`src/rtl/shift_rows.sv`:
```
`default_nettype none
// ============================================================================
// Module   : shift_rows
// Purpose  : AES ShiftRows round stage, 1-cycle registered byte permutation.
//            Optional InvShiftRows selected by inv_mode when the macro
//            SHIFT_ROWS_INV_EN is defined.
// Revision : 1.0 - initial release
// ============================================================================
module shift_rows #(
    parameter int DATA_LEN = 128
) (
    input  logic                clk,
    input  logic                reset,
    input  logic                valid_in,
    input  logic [DATA_LEN-1:0] data_in,
`ifdef SHIFT_ROWS_INV_EN
    input  logic                inv_mode,
`endif
    output logic                valid_out,
    output logic [DATA_LEN-1:0] data_out
);

    generate
        if (DATA_LEN != 128) begin : g_bad_len
            $error("shift_rows: DATA_LEN must be 128");
        end
    endgenerate

    logic [DATA_LEN-1:0] w_fwd;
    logic [DATA_LEN-1:0] w_next;
    logic                r_valid;
    logic [DATA_LEN-1:0] r_data;

    // Byte k sits at bits [127-8k -: 8]; state is column-major, byte = 4c + r.
    generate
        for (genvar c = 0; c < 4; c++) begin : g_col
            for (genvar r = 0; r < 4; r++) begin : g_row
                localparam int c_DST     = 4 * c + r;
                localparam int c_FWD_SRC = 4 * ((c + r) % 4) + r;
                assign w_fwd[DATA_LEN-1-8*c_DST -: 8] = data_in[DATA_LEN-1-8*c_FWD_SRC -: 8];
            end
        end
    endgenerate

`ifdef SHIFT_ROWS_INV_EN
    logic [DATA_LEN-1:0] w_inv;

    generate
        for (genvar c = 0; c < 4; c++) begin : g_inv_col
            for (genvar r = 0; r < 4; r++) begin : g_inv_row
                localparam int c_DST     = 4 * c + r;
                localparam int c_INV_SRC = 4 * ((c - r + 4) % 4) + r;
                assign w_inv[DATA_LEN-1-8*c_DST -: 8] = data_in[DATA_LEN-1-8*c_INV_SRC -: 8];
            end
        end
    endgenerate

    assign w_next = inv_mode ? w_inv : w_fwd;
`else
    assign w_next = w_fwd;
`endif

    always_ff @(posedge clk or negedge reset) begin
        if (!reset) begin
            r_valid <= 1'b0;
            r_data  <= '0;
        end else begin
            r_valid <= valid_in;
            if (valid_in) begin
                r_data <= w_next;
            end
        end
    end

    assign valid_out = r_valid;
    assign data_out  = r_data;

endmodule
`default_nettype wire

```
`config.mk`:
```
export PLATFORM = sky130hd
export DESIGN_NAME = shift_rows
export DESIGN_NICKNAME = d
export VERILOG_FILES = /design/src/rtl/shift_rows.sv
export SDC_FILE = /design/constraint.sdc
export NUM_CORES = 1
export LEC_CHECK = 0
export BUFFER_PORTS_ARGS = -buffer_cell sky130_fd_sc_hd__buf_2
export CAP_MARGIN = 20
export CORE_ASPECT_RATIO = 0.7
export CORE_MARGIN = 2
export CORE_UTILIZATION = 30
export DETAILED_ROUTE_END_ITERATION = 10
export PLACE_DENSITY_LB_ADDON = 0.2
export SLEW_MARGIN = 20
export SYNTH_ARGS = -nofsm -noshare
export SYNTH_HDL_FRONTEND = slang
export SYNTH_SLANG_ARGS = --single-unit
```
`constraint.sdc`:
```
create_clock -name clk -period 1.6 [get_ports clk]
set_clock_uncertainty 0.1 [all_clocks]
set_input_delay 0.16 -clock clk [delete_from_list [all_inputs] [get_ports clk]]
set_output_delay 0.16 -clock clk [all_outputs]
set_load 0.02 [all_outputs]
```
==> results.txt <==
----------------------------------------------------
[Timing]
  Maximum operating frequency ... between 0.8 and 0.9 GHz
  Transition time at the pin with the least slew margin ... about 0.38 ns
  Setup repair after global routing missed its margin ... false
  Relative slew slack ... between 70% and 80%
  Share of the cycle needed by the critical path after routing ... 76.5%
  Final hold vios ... 0
  Total setup violations reported at the end of the flow ... 0
  Total negative slack ... 0 ns
  Shortest period the worst path allows ... between 1 and 1.5 ns
  Count of final max-slew check failures ... 0

[Critical path]
  Reg2Reg Launch Point ... data_out[82]
  Startpoint kind of the worst setup timing path ... flip-flop
  Critical Path Fanout Max ... 2
  Critical path arrival ... between 0.9 and 1 ns
  Cell class contributing the biggest share of worst-path delay ... flip-flops
  R2r setup slk ... 0.71 ns
  Crit. Startpoint ... data_out[120]
  Cell type of the slowest stage on the worst timing path ... dfrtp_1
  Class of the most critical setup path ... flip-flop to primary output
  Data required, critical path ... approximately 1.3 ns
  Buf+Inv Stages, Crit Path ... 1
  Largest stage delay, worst path ... 0.39 ns
  CP endpoint kind ... primary output
  Sequence of cells on the critical path ... buf_2

[Power]
  Leakage power of the design ... about 3.9 nW
  Largest voltage drop on the vdd net ... roughly 0.63 mV
  Power density relative to cell area ... roughly 1100 mW/mm2

[Min path]
  Start point of the worst min-delay path ... valid_in
  Hold WC Path Type ... primary input to flip-flop

[Placed design]
  HPWL reported at the end of detailed placement ... between 8 and 9 mm
  Placed instance count ... 721
  RD Place Congestion ... roughly 0.71
  IO Port Bufs ... around 260

[GRT]
  Overall routing resource usage ... 15.0%
  Pin count of the biggest net entering global routing ... between 50 and 60
  Gr ovfl total ... 0
  Wire length of the first global-routing pass ... about 20 mm
  Number of antenna violations at the first check in global routing ... 0
  Number of global-route vias before repair ... between 3000 and 4000

[Floorplan]
  Number of top-level design ports ... between 200 and 300
  Area of the die ... 0.0172 mm2
  Horizontal die dimension ... approximately 160 um
  Y dimension of the die ... around 110 um
  Starting density of the core ... between 30% and 40%
  FP Rows ... 38
  Core footprint ... between 0.015 and 0.02 mm2

[Layout]
  Fraction of layout cells with a size suffix above 1 ... around three fifths
  Final nets ... 800
  Diodes inserted ... 0
  Synth-to-layout area growth ... 68.4%
  Fill cell total of the finished layout ... approximately 1300
  Post-route non-filler standard cell count ... approximately 880

[Clocking]
  H-tree levels ... 4
  Post-CTS repair timing setup buffer count ... 0
  Clock tree from TritonCTS ... yes
  CTS clock-pin slew for the worst setup and hold paths ... 0.06 ns
  Cell chosen for the clock root ... clkbuf_16
  CTS Hold Buffers Added ... around 130
  TritonCTS Sinks ... approximately 130
  Clk Latency, worst-skew pair ... about 0.40 ns
  Largest buffer count on any clock path ... 2
  Post-CTS sizing ... 0
  Total clock buffers created by CTS ... 17

[Yosys]
  Post-synthesis cell count ... 271
  Synth area leader ... dfrtp_1
  Mapped Area ... slightly below 0.005 mm2
  Synthesized net count ... roughly 400
  Top cells by area in the synthesized netlist ... dfrtp_1 (67%), mux2_2 (30%), clkbuf_8 (2.3%), buf_6 (1.4%)
  Count of different cell masters after synthesis ... 4
  Sequential-to-total area share from yosys stat ... 66.6%
  Syn. warnings ... 0
  Average size of a mapped cell ... ~18 um2
  Register bit count reported by yosys ... 129
  Portion of synthesized cell area occupied by the leading cell type ... between 60 and 70%

[Drt]
  Count of vias placed by the detailed router ... 3664
  Total routed wirelength ... 12.8 mm
  Detailed Routing Iterations Pass 1 ... 4
  Iter 0 DRT Violations ... between 100 and 150
  Count of nets left with antenna violations after detail routing ... 0
  WL/cell ... around 15 um
  Number of remaining DRC errors ... 0
  Via density ... 4.17

[Flow run]
  Number of max-capacitance violations reported ... 0

[Status]
  Status ... finished clean

----------------------------------------------------
## cell usage after synthesis
| cell | instances |
|---|---|
| buf_6 | 6 |
| clkbuf_8 | 8 |
| dfrtp_1 | 129 |
| mux2_2 | 128 |
## power breakdown
group	total, W	internal [W]	switching (W)
clock	0.00368	0.00239	0.00129
sequential	0.00375	0.00359	0.000158
combinational	0.00171	0.000841	0.000869
## final timing paths
path | end | cells after the start
hold / removal | data_out[47] | 2
setup reg to reg | data_out[82] | 1
hold reg to reg | data_out[47] | 1
max in group asynchronous | data_out[29] | 3
setup / recovery | data_out[120] | 1
min in group asynchronous | data_out[116] | 2
## cells by family (layout without fill, tap and decap cells)
group,after synthesis,count (layout),share of synthesized area [%]
buffers and inverters,14,422,3.67
flip-flops,129,129,66.6
multiplexers,128,128,29.7
## metrics by stage
step	total power, W	hold WS [ns]	area [um2]	setup slack, ns	utilization [%]
global route	0.00959	0.0758	8160	0.320	52.2
global placement	0.00524	-0.00313	6310	0.320	40.3
CTS	0.00929	0.0645	8160	0.358	52.2
finish	0.00914	0.0844	8160	0.375	52.2
detailed placement	0.00527	0.00569	6310	0.287	40.3
floorplan	0.00463	-0.236	4850	0.602	-
## per-layer routing
| metal | track usage, % | vias up | part of all wire [%] |
|---|---|---|---|
| met1 | 17.7 | 1728 | 42 |
| li1 | - | 1752 | - |
| met5 | 0 | - | 0 |
| met3 | 6.76 | 11 | 9.8 |
| met2 | 24.8 | 173 | 47 |
| met4 | 5.11 | 0 | 1.1 |
## registers in the layout (all words and copies together), names as in the netlist
signal and count:
data_out 128, valid_out 1
## final cells by class
class	count	area (um2)	area share, %
well taps	200	250	3.07
flip-flops and latches	129	3230	39.6
repair buffers	393	2680	32.8
clock inverters	5	80.1	0.981
multi-input cells	128	1440	17.7
clock buffers	24	482	5.90
## cell usage in the layout (no fill, tap or decap), drive strengths merged
cell type    synthesis  routed
clkbuf               8      24
dfrtp              129     129
mux2               128     128
buf                  6     264
clkinvlp             0       2
bufinv               0       2
dlygate4sd3          0     129
clkinv               0       1
(Power assumes the default switching activity.)
